$ cat src/rtl/imem_loader_pkg.sv
// rtl/imem_loader_pkg.sv - shared sizes and FSM state encoding for the instruction memory loader
package imem_loader_pkg;

   localparam int IMEM_DEPTH = 32;
   localparam int IMEM_AW    = 8;
   localparam int IMEM_DW    = 8;

   typedef enum logic [2:0] {
      IDLE,
      LEN,
      DATA,
      CSUM,
      ERR
   } state_t;

endpackage

$ cat src/rtl/imem_loader_if.sv
// rtl/imem_loader_if.sv - valid/ready byte stream carrying the framed program image
interface imem_loader_if #(
   parameter int DW = 8
) ();

   logic          in_valid;
   logic          in_ready;
   logic [DW-1:0] in_data;

   modport master (
      output in_valid,
      output in_data,
      input  in_ready
   );

   modport slave (
      input  in_valid,
      input  in_data,
      output in_ready
   );

endinterface

$ cat src/rtl/imem_loader.sv
// rtl/imem_loader.sv - framed byte-stream writer for the instruction RAM, holds the CPU while loading
// Optional checksum byte and compare enabled by defining IMEM_LOADER_CSUM_EN.
module imem_loader
   import imem_loader_pkg::*;
#(
   parameter int DEPTH = IMEM_DEPTH,
   parameter int AW    = IMEM_AW,
   parameter int DW    = IMEM_DW
) (
   input  logic          clk,
   input  logic          rst_n,
   input  logic          load_req,
   imem_loader_if.slave  in_bus,
   output logic          mem_we,
   output logic [AW-1:0] mem_addr,
   output logic [DW-1:0] mem_wdata,
   output logic          cpu_hold,
   output logic          done,
   output logic          err
);

   localparam logic [AW-1:0] ONE     = AW'(1);
   localparam logic [DW:0]   MAX_LEN = (DW+1)'(DEPTH);

   state_t        state_q, state_d;
   logic [AW-1:0] idx_q, idx_d;
   logic [AW-1:0] len_q, len_d;
`ifdef IMEM_LOADER_CSUM_EN
   logic [DW-1:0] sum_q, sum_d;
`endif

   logic          mem_we_d;
   logic [AW-1:0] mem_addr_d;
   logic [DW-1:0] mem_wdata_d;
   logic          done_d;

   logic          busy;
   logic          accept;
   logic          len_bad;
   logic          last_byte;

   assign busy            = (state_q == LEN) || (state_q == DATA) || (state_q == CSUM);
   assign in_bus.in_ready = busy && !load_req;
   assign accept          = in_bus.in_valid && in_bus.in_ready;
   assign len_bad         = (in_bus.in_data == '0) || ({1'b0, in_bus.in_data} > MAX_LEN);
   assign last_byte       = (idx_q == len_q - ONE);
   assign cpu_hold        = (state_q != IDLE);
   assign err             = (state_q == ERR);

   always_comb begin
      state_d     = state_q;
      idx_d       = idx_q;
      len_d       = len_q;
`ifdef IMEM_LOADER_CSUM_EN
      sum_d       = sum_q;
`endif
      mem_we_d    = 1'b0;
      mem_addr_d  = mem_addr;
      mem_wdata_d = mem_wdata;
      done_d      = 1'b0;

      // A load request restarts from any state and wins over a coincident byte.
      if (load_req) begin
         state_d = LEN;
         idx_d   = '0;
`ifdef IMEM_LOADER_CSUM_EN
         sum_d   = '0;
`endif
      end else if (accept) begin
         case (state_q)
            LEN: begin
               if (len_bad) begin
                  state_d = ERR;
               end else begin
                  len_d   = AW'(in_bus.in_data);
                  state_d = DATA;
               end
            end
            DATA: begin
               mem_we_d    = 1'b1;
               mem_addr_d  = idx_q;
               mem_wdata_d = in_bus.in_data;
               idx_d       = idx_q + ONE;
`ifdef IMEM_LOADER_CSUM_EN
               sum_d       = sum_q + in_bus.in_data;
               if (last_byte) begin
                  state_d = CSUM;
               end
`else
               if (last_byte) begin
                  state_d = IDLE;
                  done_d  = 1'b1;
               end
`endif
            end
`ifdef IMEM_LOADER_CSUM_EN
            CSUM: begin
               if (in_bus.in_data == sum_q) begin
                  state_d = IDLE;
                  done_d  = 1'b1;
               end else begin
                  state_d = ERR;
               end
            end
`endif
            default: begin
               state_d = state_q;
            end
         endcase
      end
   end

   always_ff @(posedge clk or negedge rst_n) begin
      if (!rst_n) begin
         state_q   <= IDLE;
         idx_q     <= '0;
         len_q     <= '0;
`ifdef IMEM_LOADER_CSUM_EN
         sum_q     <= '0;
`endif
         mem_we    <= 1'b0;
         mem_addr  <= '0;
         mem_wdata <= '0;
         done      <= 1'b0;
      end else begin
         state_q   <= state_d;
         idx_q     <= idx_d;
         len_q     <= len_d;
`ifdef IMEM_LOADER_CSUM_EN
         sum_q     <= sum_d;
`endif
         mem_we    <= mem_we_d;
         mem_addr  <= mem_addr_d;
         mem_wdata <= mem_wdata_d;
         done      <= done_d;
      end
   end

endmodule
$ cat src/flat_wrapper.sv
// flat-port wrapper written by rule: the top's interface ports become plain ports
module imem_loader_flat import imem_loader_pkg::*;
#(
   parameter int DEPTH = IMEM_DEPTH,
   parameter int AW    = IMEM_AW,
   parameter int DW    = IMEM_DW
)
  (clk, rst_n, load_req, mem_we, mem_addr, mem_wdata, cpu_hold, done, err, in_bus_in_valid, in_bus_in_data, in_bus_in_ready);
  imem_loader_if #(.DW(DW)) in_bus_i ();
  input  logic clk;
  input  logic rst_n;
  input  logic load_req;
  output logic mem_we;
  output logic [AW-1:0] mem_addr;
  output logic [DW-1:0] mem_wdata;
  output logic cpu_hold;
  output logic done;
  output logic err;
  input wire logic [$bits(in_bus_i.in_valid)-1:0] in_bus_in_valid;
  input wire logic [$bits(in_bus_i.in_data)-1:0] in_bus_in_data;
  output wire logic [$bits(in_bus_i.in_ready)-1:0] in_bus_in_ready;
  assign in_bus_i.in_valid = in_bus_in_valid;
  assign in_bus_i.in_data = in_bus_in_data;
  assign in_bus_in_ready = in_bus_i.in_ready;
  imem_loader #(.DEPTH(DEPTH), .AW(AW), .DW(DW)) u_core (.clk(clk), .rst_n(rst_n), .load_req(load_req), .in_bus(in_bus_i), .mem_we(mem_we), .mem_addr(mem_addr), .mem_wdata(mem_wdata), .cpu_hold(cpu_hold), .done(done), .err(err));
endmodule
$ cat config.mk
export PLATFORM = sky130hd
export DESIGN_NAME = imem_loader_flat
export DESIGN_NICKNAME = d
export VERILOG_FILES = /design/src/rtl/imem_loader_pkg.sv /design/src/rtl/imem_loader_if.sv /design/src/rtl/imem_loader.sv /design/src/flat_wrapper.sv
export SDC_FILE = /design/constraint.sdc
export NUM_CORES = 1
export LEC_CHECK = 0
export ABC_AREA = 1
export CAP_MARGIN = 20
export CORE_UTILIZATION = 47
export CTS_CLUSTER_DIAMETER = 200
export DETAILED_ROUTE_END_ITERATION = 8
export GPL_TIMING_DRIVEN = 0
export PLACE_DENSITY = 0.75
export SKIP_LAST_GASP = 1
export SLEW_MARGIN = 20
export SYNTH_ARGS = -nofsm -noshare
export SYNTH_HDL_FRONTEND = slang
export SYNTH_SLANG_ARGS = --single-unit
export TNS_END_PERCENT = 10
$ cat constraint.sdc
create_clock -name clk -period 1.79 [get_ports clk]
set_clock_uncertainty 0.15 [all_clocks]
set_input_delay 0.537 -clock clk [delete_from_list [all_inputs] [get_ports clk]]
set_output_delay 0.537 -clock clk [all_outputs]
set_load 0.01 [all_outputs]
After elaboration in Yosys (flattened, before gate mapping)
Index checks and enable logic that the tools add are counted.
- bitwise logic cells: 2
- $lt $le $gt $ge: 1
- mux-type cells: 15
- eq/ne operators: 6
- add/sub/neg operators: 2
- reductions and logical operators: 15
- operators by type and width (operator ; number):
    two-way mux 8 bit ; 3
    two-way mux 3 bit ; 4
    adder 8 x 1 -> 8 bit, second input constant ; 1
    == test 8 bit ; 1
    > comparator 8 x 6 -> 1 bit, second input constant ; 1
    zero test 8 bit ; 1
    subtractor 8 x 1 -> 8 bit, second input constant ; 1
    two-way mux 1 bit ; 7
    == test 3 x 2 -> 1 bit, second input constant ; 2
    case mux 3 bit (2 select lines) ; 1
    AND reduction 3 bit ; 2
    nonzero test 3 bit ; 2
    AND reduction 4 bit ; 1
    nonzero test 2 bit ; 2
    == test 3 x 1 -> 1 bit, second input constant ; 1
    == test 3 bit, second input constant ; 1
    logical OR 1 bit ; 3
    != test 3 x 2 -> 1 bit, second input constant ; 1
    logical AND 1 bit ; 2
    NOT 1 bit ; 2
    AND reduction 2 bit ; 1
    zero test 1 bit ; 1
- register bits: 37
- bits of input ports: 12

Longest topological paths before layout
Gate-level depths: netlist of the first run.
- depth after elaboration: 7
- depth in mapped cells: 14
- depth with buffers taken out: 14

Worst setup path after synthesis of the first run
OpenSTA, ideal clock, no wires.
- path type: register to register
- start point: register u_core.len_q[0]
- end point: register u_core.state_q[0]
- period minus slack after synthesis: 1.691 ns
- data arrival time: 1.422 ns
- path slack: 0.099 ns
- library setup time: 0.119 ns
- cell stages (with the launch flop): 14
- required time: 1.521 ns
- cells stage by stage: dfrtp_1 inv_1 ha_1 nand2_1 nor2_1 nand3_1 nand2_1 nand3_1 nor2_1 nand2_1 nand2_1 nand2_1 nand2_1 nand2_1
- longest elaborated chain between the ends: 4
- ends and longest elaborated chain (what ; RTL line ; text):
    from (decl) ; imem_loader.sv:27 ; logic [AW-1:0] len_q, len_d;
    from (signal assigned) ; imem_loader.sv:128 ; len_q <= len_d;
    subtractor 8 x 1 -> 8 bit ; imem_loader.sv:46 ; assign last_byte = (idx_q == len_q - ONE);
    == test 8 bit ; imem_loader.sv:46 ;
    != test 3 x 2 -> 1 bit (no line) ; - ;
    AND reduction 3 bit (no line) ; - ;
    to (signal assigned) ; imem_loader.sv:126 ; state_q <= state_d;
    to (decl) ; imem_loader.sv:25 ; state_t state_q, state_d;
Every way passes these cells.
A chain may end at the register's enable or synchronous reset.

Worst setup path after layout of the first run
- start point: register u_core.mem_wdata[0]
- end point: output port mem_wdata[0]
- RTL lines (what ; RTL line ; text):
    from (decl) ; imem_loader.sv:16 ; output logic [DW-1:0] mem_wdata,
    from (signal assigned) ; imem_loader.sv:134 ; mem_wdata <= mem_wdata_d;
    to (decl) ; flat_wrapper.sv:15 ; output logic [DW-1:0] mem_wdata;
No word-level cell between the ends.

==> results of run 1 <==
-- worst max-delay path by stage --
stage / startpoint / end
3_3_place_gp: rst_n / u_core.mem_wdata[1]
5_1_grt: load_req / u_core.len_q[2]
4_1_cts: u_core.mem_wdata[0] / mem_wdata[0]
2_1_floorplan: u_core.len_q[0] / u_core.state_q[0]
6_report: u_core.mem_wdata[0] / mem_wdata[0]
3_5_place_dp: load_req / in_bus_in_ready
-- stage by stage --
stage / setup TNS (ps) / instance area, sq um
3_5_place_dp: -17960 / 2286
5_1_grt: -4378 / 2480
6_report: -1321 / 2480
3_3_place_gp: -45070 / 2271
2_1_floorplan: 0 / 1891
4_1_cts: -1605 / 2381
-- state kept, by name, summed over array words and instances (netlist names) --
register	count
u_core.done	1
u_core.mem_we	1
u_core.mem_addr	8
u_core.state_q	3
u_core.idx_q	8
u_core.mem_wdata	8
u_core.len_q	8
-- tightest hold or removal path: cells and delay by family (launching register included) --
kind          cells  cell delay (ps)
flops             1              350
simple gates      2              110
-- area by class of cell --
| type | instances | share of cell area, % |
|---|---|---|
| clock inverter | 1 | 0.2018 |
| inverter | 29 | 4.440 |
| clock buffer | 5 | 2.775 |
| multi-input combinational | 168 | 35.17 |
| buffer | 5 | 1.867 |
| timing repair buffer | 42 | 15.79 |
| sequential | 37 | 37.34 |
| tap | 48 | 2.422 |
-- synth_stat cells, drive strengths merged (2+ instances only) --
master	number	area share, %
xor2	5	2.3
ha	2	1.3
o21ai	21	6.4
nand3	17	4.5
nand4	2	0.99
buf	4	2.2
a21oi	3	0.99
nor2	28	6.0
inv	28	5.6
nand2	80	16
nor3	4	1.3
o22ai	2	0.99
dfrtp	37	49
-- report_power, final --
group / switching (W) / internal (W) / total, W
Combinational: 0.000196 / 0.000156 / 0.000352
Clock: 0.000277 / 0.000256 / 0.000533
Sequential: 0.0000340 / 0.000863 / 0.000897
-- cells by family (layout without fill, tap and decap cells) --
kind of cell    count (synthesis)  count (layout)  synth area share (%)
fa+ha+maj                       2               2                 1.323
compound gates                 29              29                 9.795
xor+xnor                        6               6                 2.780
simple gates                  131             131                 28.92
flops                          37              37                 48.97
buf+inv                        34              82                 8.206
-- routing by layer --
layer	part of all wire [%]	vias up
met5	0	-
met4	1.9	0
met3	4.8	8
met2	52	47
met1	41	789
li1	-	850
-- repair_timing --
action,in CTS,in global routing
endpoints found under the setup margin,57,51
hold endpoints to repair,10,0
setup buffers,3,4
gates cloned,0,1
pin swaps,1,10
resized for setup,20,19
hold buffers,1,0
-- placed cells by master (no fill, tap or decap), types with 5 or more instances in the layout --
| cell | instances |
|---|---|
| nand3_1 | 14 |
| clkbuf_8 | 5 |
| inv_1 | 22 |
| clkdlybuf4s50_1 | 23 |
| nand2_1 | 74 |
| dfrtp_1 | 37 |
| o21ai_0 | 14 |
| buf_4 | 9 |
| xor2_1 | 5 |
| inv_2 | 6 |
| nor2_1 | 23 |
==> results.json, run 1 <==
{
  "grt_overflow": 0,
  "layout-drive-gt1-share_pct": 19.16,
  "grtUsageMet1_pct": 27.35,
  "regArea_sq_um": 925.9,
  "drt_iter0_markers": 70,
  "finalPower_w": 0.001782,
  "crit_cells": 1,
  "use_met2_pct": 36.98,
  "grtUsageTotal_pct": 21.91,
  "finalCriticalPeriod_ps": 1865,
  "post-place-ws_ps": -696.6,
  "crit_type": "flop to output port",
  "yosysSeqAreaShare_pct": 48.97,
  "start_util_pct": 50.13,
  "die_area_sq_um": 4280,
  "setup_violations": 28,
  "hold_slack_ps": 330.9,
  "final.period_utilization_pct": 104.2,
  "hp-class": "flop to flop",
  "slew_viol_final": 0,
  "grt_pass1_vias": 1578,
  "status": "complete, but fails checks",
  "grt_pass1_wl_um": 7017,
  "fin_util_pct": 65.76,
  "cts-root-buf": "clkbuf_8",
  "fillers": 330,
  "cp_num_buf_inv": 1,
  "crit_slowest_cell": "clkdlybuf4s50_1",
  "hold_violations": 0,
  "reg2reg_slack_ps": -20,
  "hold_depth": 2,
  "busiest_layer": "met2",
  "avgSynthCellArea_sq_um": 7.910,
  "tightest_slew_ps": 359.1,
  "die_h_um": 65.42,
  "cts_buffer_depth": 2,
  "place_congestion": 0.8291,
  "syn_to_final_growth_pct": 31.17,
  "min_from": "u_core.mem_wdata[5]",
  "vias_per_cell": 5.057,
  "cap_viol_max_count": 0,
  "leakage_nw": 1.267,
  "clk-insertion-delay-late_ps": 290,
  "final_antenna_net_count": 0,
  "cp_top_family": "buffers and inverters",
  "crit_chain": "clkdlybuf4s50_1",
  "violations": "setup timing",
  "clk_pin_slew_ps": 70,
  "cts_tree": "built",
  "rsz0062_at_grt": "true",
  "cts_sinks": 37,
  "multiInputGateArea_sq_um": 872.1,
  "crit_path_end_kind": "output port",
  "routed_wl_um": 4314,
  "synth-edff-count": 0,
  "syn_nets": 253,
  "ys_warn_count": 0,
  "max_stage_delay_ps": 540,
  "dr.pass1.iters": 4,
  "async_reset_ff_share_pct": 100.0,
  "dp_cells": 320,
  "power_density_nw_per_um2": 718.7,
  "grt_start_max_net_pins": 28,
  "instances_no_fill": 335,
  "synth-seq-cells": 37,
  "cp_max_fo": 2,
  "ir_worst_vdd_v": 0.0005198,
  "antenna_found_initial": 0,
  "cp.arrival_ps": 1180,
  "io_pins": 33,
  "synthFlopType": "dfrtp_1",
  "rr_worst_depth": 13,
  "holdPathEnd": "u_core.mem_wdata[5]",
  "synth_area_sq_um": 1891,
  "drc": 0,
  "hpwl_um": 2950,
  "fp.coreArea_sq_um": 3771,
  "cp.required_ps": 1100,
  "portBuffers": 32,
  "die_x_um": 65.42,
  "rows": 22,
  "cts.htree.levels": 2,
  "via_count": 1694,
  "synth_cells": 239,
  "max_freq_mhz": 536.3,
  "wire_per_inst_um": 12.88,
  "synth_cell_type_count": 29,
  "cts_buffers": 5,
  "met3_usage_pct": 5.729,
  "r2r-start": "u_core.len_q[1]",
  "n_antenna_cell": 0,
  "reg2reg_to": "u_core.state_q[0]",
  "start_kind": "flop",
  "max_slew_margin_pct": 75.97,
  "timing.final.ws_setup_ps": -74.62,
  "finalNetCount": 302
}
(Power assumes the default switching activity.)
==> run 2: changes to the inputs <==
- CORE_MARGIN: unset -> 2
==> results.json, run 2 (synthesis gave the netlist of run 1 again) <==
{
  "status": "complete, but fails checks",
  "violations": "setup timing",
  "slew_viol_final": 0,
  "crit_chain": "clkdlybuf4s50_1",
  "grt_start_max_net_pins": 26,
  "reg2reg_slack_ps": -50,
  "hold_depth": 2,
  "timing.final.ws_setup_ps": -80.82,
  "cts-root-buf": "clkbuf_8",
  "wire_per_inst_um": 12.34,
  "final_antenna_net_count": 0,
  "grt_pass1_vias": 1439,
  "clkPwrFrac_pct": 29.9,
  "rsz0062_at_grt": "true",
  "cp.required_ps": 1100,
  "grt_pass1_wl_um": 6513,
  "grt_overflow": 0,
  "syn_to_final_growth_pct": 32.96,
  "power_switching_w": 0.0004996,
  "finalSetupTns_ps": -1202,
  "swShare_pct": 28.24,
  "cp_top_family": "buffers and inverters",
  "drt_iter0_markers": 85,
  "fin_util_pct": 63.76,
  "layout_common_cells": "74 x nand2_1, 37 x dfrtp_1, 23 x nor2_1",
  "power_density_nw_per_um2": 703.8,
  "dr.pass1.iters": 4,
  "final_common_cell": "nand2_1",
  "grtUsageTotal_pct": 19.66,
  "finalNetCount": 303,
  "seqPwrFrac_pct": 50.7,
  "max_slew_margin_pct": 77.58,
  "clk_pin_slew_ps": 70,
  "n_antenna_cell": 0,
  "leakage_nw": 1.295,
  "tightest_slew_ps": 336.4,
  "final_area_sq_um": 2514,
  "drc": 0,
  "crit_type": "flop to output port",
  "cp.arrival_ps": 1180,
  "hp-class": "flop to flop",
  "reg2reg_to": "u_core.state_q[0]",
  "clk-insertion-delay-late_ps": 290,
  "die_h_um": 67.42,
  "min_from": "u_core.mem_wdata[3]",
  "via_count": 1664,
  "layout-drive-gt1-share_pct": 19.44,
  "instances_no_fill": 338,
  "max_stage_delay_ps": 540,
  "die_x_um": 67.42,
  "hold_slack_ps": 329.3,
  "start_util_pct": 47.95,
  "p_comb_share_pct": 19.3,
  "cts_sinks": 37,
  "start_kind": "flop",
  "cell_internal_pwr_w": 0.001270,
  "r2r-start": "u_core.len_q[0]",
  "dp_cells": 322,
  "holdPathEnd": "u_core.mem_wdata[3]",
  "ir_worst_vdd_v": 0.0005519,
  "place_congestion": 0.8240,
  "cp_max_fo": 2,
  "max_freq_mhz": 534.5,
  "rows": 23,
  "antenna_found_initial": 0,
  "hpwl_um": 2914,
  "dpl_cell_area_sq_um": 2288,
  "die_area_sq_um": 4545,
  "portBuffers": 32,
  "routed_wl_um": 4171,
  "cts_buffers": 5,
  "fillers": 342,
  "cts.htree.levels": 2,
  "finalCriticalPeriod_ps": 1871,
  "io_pins": 33,
  "crit_path_end_kind": "output port",
  "cp_num_buf_inv": 1,
  "cts_tree": "built",
  "final.period_utilization_pct": 104.5,
  "hold_violations": 0,
  "cts_buffer_depth": 2,
  "rr_worst_depth": 13,
  "fp.coreArea_sq_um": 3943,
  "vias_per_cell": 4.923,
  "setup_violations": 21,
  "crit_slowest_cell": "clkdlybuf4s50_1",
  "cap_viol_max_count": 0
}
## run 2: routing by layer
metal	share of wire (%)	global-route usage (%)	up-vias
li1	-	-	855
met1	45	24.41	766
met2	49	32.55	35
met3	4.4	5.000	8
met4	1.8	8.163	0
met5	0	0	-
## run 2: final cells by class
type / instances / area [sq um] / share of cell area (%)
timing repair buffer: 43 / 421.7 / 16.77
clock inverter: 1 / 5.005 / 0.1991
sequential: 37 / 925.9 / 36.83
buffer: 5 / 50.05 / 1.991
tap: 50 / 62.56 / 2.489
inverter: 29 / 110.1 / 4.380
multi-input combinational: 168 / 869.6 / 34.59
clock buffer: 5 / 68.82 / 2.738
## run 2: worst max-delay path by stage
stage | from | to | slack [ps] | depth (start not counted)
floorplan | u_core.len_q[0] | u_core.state_q[0] | 100 | 13
global placement | rst_n | u_core.mem_wdata[3] | -810 | 1
detailed placement | load_req | in_bus_in_ready | -700 | 3
CTS | u_core.mem_addr[1] | mem_addr[1] | -100 | 1
global route | u_core.len_q[0] | u_core.state_q[1] | -150 | 13
finish | u_core.mem_wdata[7] | mem_wdata[7] | -80 | 1
## run 2: power groups by stage
| stage | clock (W) | combinational (W) | sequential, W |
|---|---|---|---|
| floorplan | 0 | 0.000186 | 0.000905 |
| global placement | 0 | 0.000275 | 0.000911 |
| detailed placement | 0 | 0.000285 | 0.000911 |
| CTS | 0.000553 | 0.000284 | 0.000896 |
| global route | 0.000582 | 0.000384 | 0.000901 |
| finish | 0.000530 | 0.000342 | 0.000898 |
## run 2: timing repair
item	CTS	global route
hold endpoints to repair	12	0
setup endpoints to repair	56	50
hold buffers	1	0
pin swaps	0	4
resized for setup	21	19
gates cloned	0	1
setup buffers	1	7
## run 2: stage by stage
stage	total power [W]	setup WS, ps
after global routing	0.001867	-148.3
final	0.001769	-80.82
after detailed placement	0.001197	-701.2
after global placement	0.001186	-810.1
after floorplan	0.001091	98.70
after CTS	0.001734	-96.70
==> run 3: changes to the inputs <==
- CORE_MARGIN: 2 -> 3
- GPL_TIMING_DRIVEN: 0 -> unset
==> results.json, run 3 (synthesis gave the netlist of run 1 again) <==
{
  "grt_pass1_wl_um": 7162,
  "cp_top_family": "buffers and inverters",
  "power_density_nw_per_um2": 704.9,
  "die_h_um": 69.42,
  "max_stage_delay_ps": 540,
  "hold_violations": 0,
  "final_antenna_net_count": 0,
  "rows": 22,
  "cts_buffers": 5,
  "hp-class": "input pin to async pin",
  "hold_slack_ps": 122.1,
  "slew_viol_final": 0,
  "max_slew_margin_pct": 69.50,
  "grtUsageTotal_pct": 18.42,
  "cap_viol_max_count": 0,
  "cp.required_ps": 1100,
  "cts.htree.levels": 2,
  "grt_overflow": 0,
  "via_count": 1724,
  "rr_worst_depth": 13,
  "grt_pass1_vias": 1646,
  "setup_violations": 16,
  "finalSetupTns_ps": -1107,
  "status": "complete, but fails checks",
  "route.met3.wl_um": 235,
  "start_kind": "flop",
  "cts_buffer_depth": 2,
  "finalNetCount": 317,
  "fin_util_pct": 69.21,
  "wire_per_inst_um": 11.77,
  "clk-insertion-delay-late_ps": 300,
  "violations": "setup timing",
  "io_pins": 33,
  "final.period_utilization_pct": 105.2,
  "n_antenna_cell": 0,
  "met2_wirelength_um": 2034,
  "r2r-start": "u_core.len_q[1]",
  "start_util_pct": 50.13,
  "top_layer": "met4",
  "clk_pin_slew_ps": 70,
  "cp_max_fo": 2,
  "m1WireLength_um": 1814,
  "regArea_sq_um": 925.9,
  "multiInputGateArea_sq_um": 875.8,
  "cp_num_buf_inv": 1,
  "hpwl_um": 3034,
  "portBuffers": 32,
  "drc": 0,
  "ir_worst_vdd_v": 0.0004638,
  "cts_sinks": 37,
  "cts_tree": "built",
  "drt_iter0_markers": 110,
  "die_x_um": 69.42,
  "antenna_found_initial": 0,
  "die_area_sq_um": 4819,
  "reg2reg_slack_ps": 60,
  "crit_type": "flop to output port",
  "finalPower_w": 0.001840,
  "layout-drive-gt1-share_pct": 24.34,
  "vias_per_cell": 4.898,
  "routed_wl_um": 4142,
  "crit_slowest_cell": "clkdlybuf4s50_1",
  "dr.pass1.iters": 4,
  "reg2reg_to": "u_core.state_q[0]",
  "fillers": 317,
  "crit_path_end_kind": "output port",
  "max_freq_mhz": 531.1,
  "syn_to_final_growth_pct": 38.05,
  "finalCriticalPeriod_ps": 1883,
  "leakage_nw": 1.353,
  "rsz0062_at_grt": "true",
  "fp.coreArea_sq_um": 3771,
  "grt_start_max_net_pins": 38,
  "timing.final.ws_setup_ps": -92.78,
  "crit_chain": "clkdlybuf4s50_1",
  "cp.arrival_ps": 1200,
  "cts-root-buf": "clkbuf_8",
  "layout_common_cells": "73 x nand2_1, 37 x dfrtp_1, 26 x buf_4",
  "place_congestion": 0.8884,
  "final_common_cell": "nand2_1",
  "tightest_slew_ps": 457.5
}
run 3: cell types whose count changed in the layout (fill, tap and decap cells not counted), moves of 2 or more:
cell / delta
o21ai_1: +2
buf_4: +17
nor2_1: -2
clkbuf_1: +2
nor2_2: +2
nand2_2: +2
run 3: per-stage QoR:
stage	instances	area, sq um	setup slack [ps]
4_1_cts	351	2544	-106.1
3_5_place_dp	342	2456	-608.2
6_report	352	2610	-92.78
3_3_place_gp	342	2456	-589.8
5_1_grt	352	2610	-149.2
2_1_floorplan	239	1891	98.70
run 3: area by class of cell:
cell class,instances,share of cell area (%)
Multi-Input combinational cell,169,33.56
Inverter,29,4.219
Clock inverter,1,0.2876
Clock buffer,7,2.924
Timing Repair Buffer,61,21.24
Sequential cell,37,35.47
Tap cell,48,2.301
run 3: what timing repair did:
item | 4_1_cts | 5_1_grt
buffers inserted | 0 | 1
endpoints found under the setup margin | 50 | 40
pin swaps | 1 | 5
hold buffers | 0 | 0
resized for setup | 20 | 21
cloned | 1 | 0
run 3: worst max-delay path by stage:
stage	cells after the start	startpoint	to
6_report	1	u_core.mem_wdata[5]	mem_wdata[5]
3_5_place_dp	3	load_req	in_bus_in_ready
2_1_floorplan	13	u_core.len_q[0]	u_core.state_q[0]
3_3_place_gp	3	load_req	in_bus_in_ready
5_1_grt	1	u_core.mem_addr[1]	mem_addr[1]
4_1_cts	1	u_core.mem_wdata[0]	mem_wdata[0]
run 3: report_power, final:
part	switching [W]	internal (W)	total, W
Combinational	0.000199	0.000174	0.000373
Clock	0.000296	0.000275	0.000572
Sequential	0.0000326	0.000863	0.000895
run 3: metal layers:
layer / vias to the layer above / GRT usage (%)
li1: 877 / -
met1: 785 / 22.99
met2: 57 / 30.19
met5: - / 0
met4: 0 / 6.725
met3: 5 / 5.362
